## src/rtl/keypad_pkg.sv

```systemverilog
// Shared types and constants for the 4x4 keypad scanner: FSM states, row one-hot
// drive patterns, the clear key code and small column-decode helpers.
package keypad_pkg;

   typedef enum logic [1:0] {
      SCAN     = 2'd0,
      DEBOUNCE = 2'd1,
      PRESSED  = 2'd2
   } state_t;

   localparam logic [3:0] ROW0 = 4'b0001;
   localparam logic [3:0] ROW1 = 4'b0010;
   localparam logic [3:0] ROW2 = 4'b0100;
   localparam logic [3:0] ROW3 = 4'b1000;

   localparam logic [3:0] KEY_CLEAR = 4'hF;

   function automatic logic [3:0] row_onehot(input logic [1:0] idx);
      logic [3:0] r;
      case (idx)
         2'd0:    r = ROW0;
         2'd1:    r = ROW1;
         2'd2:    r = ROW2;
         default: r = ROW3;
      endcase
      return r;
   endfunction

   function automatic logic one_hot4(input logic [3:0] v);
      return (v != 4'd0) && ((v & (v - 4'd1)) == 4'd0);
   endfunction

   function automatic logic [1:0] col_index(input logic [3:0] v);
      logic [1:0] idx;
      idx = '0;
      for (int unsigned i = 0; i < 4; i++) begin
         if (v[i]) idx = 2'(i);
      end
      return idx;
   endfunction

endpackage

```

## src/rtl/keypad_scan_sync2.sv

```systemverilog
// Two-flop synchronizer for the asynchronous keypad column inputs.
module sync2 (
   input  logic       clk190Hz,
   input  logic       rst,
   input  logic [3:0] d,
   output logic [3:0] q
);

   logic [3:0] meta;

   always_ff @(posedge clk190Hz or posedge rst) begin
      if (rst) begin
         meta <= '0;
         q    <= '0;
      end else begin
         meta <= d;
         q    <= meta;
      end
   end

endmodule

```

## src/rtl/keypad_scan.sv

```systemverilog
// 4x4 keypad scanner/debouncer feeding a 4-nibble key history to the display driver.
// Define KEYPAD_CLEAR_EN to make key F clear the history instead of shifting in.
module keypad_scan
   import keypad_pkg::*;
#(
   parameter int unsigned DEB_CNT  = 4,
   parameter int unsigned ROW_HOLD = 3
) (
   input  logic        clk190Hz,
   input  logic        rst,
   input  logic [3:0]  col,
   output logic [3:0]  row,
   output logic [3:0]  keyCode,
   output logic        keyValid,
   output logic        keyDown,
   output logic [15:0] dataBus
);

`ifdef KEYPAD_CLEAR_EN
   localparam logic CLEAR_EN = 1'b1;
`else
   localparam logic CLEAR_EN = 1'b0;
`endif

   localparam int unsigned CW = $clog2(DEB_CNT);
   localparam int unsigned DW = $clog2(ROW_HOLD);

   state_t          state;
   logic [1:0]      rowIdx;
   logic [1:0]      colIdx;
   logic [1:0]      rowNext;
   logic [3:0]      latCol;
   logic [3:0]      colS;
   logic [3:0]      code;
   logic [15:0]     busNext;
   logic [DW-1:0]   dwell;
   logic [CW-1:0]   cnt;

   sync2 u_sync (
      .clk190Hz (clk190Hz),
      .rst      (rst),
      .d        (col),
      .q        (colS)
   );

   assign rowNext = rowIdx + 2'd1;
   assign code    = {rowIdx, colIdx};

   always_comb begin
      busNext = {dataBus[11:0], code};
      if (CLEAR_EN && (code == KEY_CLEAR)) busNext = '0;
   end

   // Row changes on the same edge that advances rowIdx, so every evaluated colS
   // was sampled with the current row already driven for the full sync delay.
   always_ff @(posedge clk190Hz or posedge rst) begin
      if (rst) begin
         state    <= SCAN;
         rowIdx   <= '0;
         colIdx   <= '0;
         latCol   <= '0;
         dwell    <= '0;
         cnt      <= '0;
         row      <= '0;
         keyCode  <= '0;
         keyValid <= 1'b0;
         keyDown  <= 1'b0;
         dataBus  <= '0;
      end else begin
         keyValid <= 1'b0;
         unique case (state)
            SCAN: begin
               if (row == '0) begin
                  row <= row_onehot(rowIdx);
               end else if (dwell == DW'(ROW_HOLD - 1)) begin
                  dwell <= '0;
                  if (one_hot4(colS)) begin
                     latCol <= colS;
                     colIdx <= col_index(colS);
                     cnt    <= '0;
                     state  <= DEBOUNCE;
                  end else begin
                     rowIdx <= rowNext;
                     row    <= row_onehot(rowNext);
                  end
               end else begin
                  dwell <= dwell + DW'(1);
               end
            end
            DEBOUNCE: begin
               if (colS == latCol) begin
                  if (cnt == CW'(DEB_CNT - 1)) begin
                     state    <= PRESSED;
                     cnt      <= '0;
                     keyValid <= 1'b1;
                     keyDown  <= 1'b1;
                     keyCode  <= code;
                     dataBus  <= busNext;
                  end else begin
                     cnt <= cnt + CW'(1);
                  end
               end else begin
                  state  <= SCAN;
                  rowIdx <= rowNext;
                  row    <= row_onehot(rowNext);
               end
            end
            PRESSED: begin
               if (colS != '0) begin
                  cnt <= '0;
               end else if (cnt == CW'(DEB_CNT - 1)) begin
                  state   <= SCAN;
                  cnt     <= '0;
                  keyDown <= 1'b0;
                  rowIdx  <= rowNext;
                  row     <= row_onehot(rowNext);
               end else begin
                  cnt <= cnt + CW'(1);
               end
            end
            default: state <= SCAN;
         endcase
      end
   end

endmodule

```

## config.mk

```make
export PLATFORM = sky130hd
export DESIGN_NAME = keypad_scan
export DESIGN_NICKNAME = d
export VERILOG_FILES = /design/src/rtl/keypad_pkg.sv /design/src/rtl/keypad_scan_sync2.sv /design/src/rtl/keypad_scan.sv
export SDC_FILE = /design/constraint.sdc
export NUM_CORES = 1
export LEC_CHECK = 0
export CORE_MARGIN = 8
export CORE_UTILIZATION = 40
export DETAILED_ROUTE_END_ITERATION = 16
export GPL_TIMING_DRIVEN = 0
export HOLD_SLACK_MARGIN = 0.05
export PLACE_DENSITY = 0.62
export SLEW_MARGIN = 30
export SYNTH_ARGS = -nofsm -noshare
export SYNTH_HDL_FRONTEND = slang
export SYNTH_HIERARCHICAL = 1
export SYNTH_SLANG_ARGS = --single-unit
export TNS_END_PERCENT = 10
```

## constraint.sdc

```tcl
create_clock -name clk190Hz -period 2.4 [get_ports clk190Hz]
set_clock_uncertainty 0.1 [all_clocks]
set_input_delay 0.24 -clock clk190Hz [delete_from_list [all_inputs] [get_ports clk190Hz]]
set_output_delay 0.24 -clock clk190Hz [all_outputs]
set_load 0.01 [all_outputs]
```

==> results.tsv, run 1 <==
metric	value	unit
IO Pins	32	
Worst Tran Pin Value	746	ps
Hold Buf Count CTS	0	
Setup Buffers After CTS	0	
DR vias	1277	
Max Cap Violations	0	
Synth Flop Type	dfrtp_1	
DRT antenna net count	0	
setup violators final	0	
clock root buffer	clkbuf_8	
CTS sink count	44	
share of cells above drive strength 1	16.6	%
Pleak	1.21	nW
Skew-Pair Late Insertion Delay	290	ps
RSZ-0062 raised after global routing	false	
routability cong.	0.882	
DRT Wirelength	3620	um
Die ar.	7740	um^2
Initial Utilization	41.1	%
worst-case clock buffer depth	2	
die height	88.0	um
Port Buf Inserts	31	
mean post-synth cell area	12.9	um^2
utilization after layout	51.1	%
register area share after synthesis	53.2	%
Hold/Removal Path Class	input port to asynchronous set/reset pin	
Synth Register Bits	44	
synth top area cells	dfrtp_1 53%, mux2_1 13%, ha_1 5.4%, mux2_4 2.9%, mux2_2 2.2%	
number of synthesized flops with an enable pin	0	
Netlist cell types	38	
number of DRC markers in iteration 0	20	
Residual DRC	0	
largest net degree at the start of global routing	37	
syn_nets	175	
die width	88.0	um
pre-CTS WS	76.7	ps
CTS tree	done	
Final Slew Violations	0	
Overflow after GRT	0	
synthesized cell area	2070	um^2
WP data required	2480	ps
overall global routing resource usage	10.2	%
top cells by count, synth	44 x dfrtp_1, 23 x mux2_1, 11 x inv_1	
# rows	26	
ant diodes	0	
area share of the largest cell type after synthesis	53.2	%
critical path type	register to register	
DRT Pass-1 Iters	4	
Power Density	874	nW/um^2
Total Nets Final	213	
Tmin final	2280	ps
Reg clk slew, reported paths	80	ps
status	complete, no violations	
Final period util	95.1	%
H-tree levels	2	
CP max FO	10	
Post-Route Setup TNS	0	ps
post-route setup slack	117	ps
cts bufs inserted	5	
Async SR Flop Fraction	100	%
Worst Path Arrival	2360	ps
Final Hold Slack	127	ps
vias in the first global route	1316	
Layout area overhead	24.4	%
critical path capture point type	register	
leading area contributor after synthesis	dfrtp_1	
Detail Placement HPWL	2710	um
Max VDD drop	0.317	mV
initial antenna violation count	0	
vias per inst	4.75	
f_max	0.438	GHz
first-pass GRT wire length	6130	um
final non-filler cell total	269	
core area	5040	um^2
Inst Count DP	261	
Syn Inst Count	160	
routed len/inst	13.4	um
count leader, synth	dfrtp_1	
Worst setup SP type	register	
yosys warns	6	
endpoints failing hold	0	
post-cts repair resize count	0	
relative slew slack	50.2	%
-- where the power goes --
group	switching [mW]	internal, mW	total (mW)
clock network	0.245	0.234	0.479
logic	0.351	0.433	0.785
registers	0.115	0.871	0.986
-- critical path, cell delays in order, from the launching register on --
cell and delay (ps):
dfrtp_1 470, xor2_2 200, nor4_4 420, and2_1 230, nand2_2 160, buf_2 250, mux2_1 330
-- stage by stage --
stage / cell area, um^2 / power [mW]
after floorplan: 2070 / 1.59
after global placement: 2470 / 1.74
after detailed placement: 2470 / 1.78
after CTS: 2560 / 2.27
after global routing: 2570 / 2.39
final: 2570 / 2.25
-- logic make-up after synthesis --
logic type | after synthesis | synth area share [%]
and+or+nand+nor | 31 | 9.61
buffers and inverters | 19 | 4.65
muxes | 32 | 18.1
DFF | 44 | 53.2
xor gates and xnor gates | 6 | 2.90
AOI/OAI and AO/OA | 19 | 6.16
adders and majority gates | 9 | 5.44
-- sequential cells by signal (all words and copies together), names as in the netlist --
name / count
u_sync/q: 4
row: 4
latCol: 4
dataBus: 13
dwell: 2
keyDown: 1
keyValid: 1
cnt: 2
rowIdx: 2
keyCode: 3
colIdx: 2
u_sync/meta: 4
state: 2
-- final cells by class --
cell class | instances | area, um^2
Clock buffer | 7 | 86.3
Buffer | 7 | 51.3
Timing Repair Buffer | 31 | 310
Clock inverter | 1 | 7.51
Inverter | 12 | 45.0
Sequential cell | 44 | 1100
Fill cell | 451 | 2470
Multi-Input combinational cell | 97 | 886
Tap cell | 70 | 87.6
-- per-layer routing --
layer  share of wire (%)  routed length, um  track usage [%]
met3                 8.1                293             4.50
met5                   0                  0                0
met4                 1.1                 41             3.59
met2                  47               1700             16.7
met1                  44               1580             11.6
-- cell usage in the layout (no fill, tap or decap), types with 2 or more instances in the layout --
| cell type | n |
|---|---|
| inv_2 | 2 |
| mux2_2 | 4 |
| or4_4 | 2 |
| o21ai_1 | 4 |
| mux2_4 | 4 |
| clkbuf_8 | 6 |
| and3_1 | 2 |
| mux2_1 | 23 |
| nor2b_1 | 2 |
| a31oi_1 | 2 |
| ha_1 | 9 |
| nor3_1 | 2 |
| nand2_1 | 5 |
| inv_1 | 10 |
| a21oi_1 | 7 |
| clkdlybuf4s50_1 | 31 |
| dfrtp_1 | 44 |
| nor2_1 | 8 |
| buf_2 | 2 |
| buf_4 | 4 |
| xor2_1 | 4 |
-- path summary, 6_finish.rpt --
path | startpoint | to | slack (ps) | cells after the start
setup / recovery | u_sync/q[0] | keyCode[0] | 120 | 6
hold / removal | rst | u_sync/meta[0] | 130 | 2
setup reg to reg | u_sync/q[0] | keyCode[0] | 120 | 6
hold reg to reg | u_sync/meta[1] | u_sync/q[1] | 250 | 0
max in group asynchronous | rst | colIdx[0] | 1410 | 2
min in group clk190Hz | u_sync/meta[1] | u_sync/q[1] | 250 | 0
No activity file was read; power rests on OpenSTA's default activity.
==> inputs of run 2 (changes only) <==
--- a/config.mk
+++ b/config.mk
@@ -7,6 +7,7 @@
 export LEC_CHECK = 0
 export CORE_MARGIN = 8
 export CORE_UTILIZATION = 40
+export CTS_CLUSTER_DIAMETER = 50
 export DETAILED_ROUTE_END_ITERATION = 16
 export GPL_TIMING_DRIVEN = 0
 export HOLD_SLACK_MARGIN = 0.05
==> results of run 2 <==
Same layout as run 1: the final DEF is identical, and so are final timing and power.
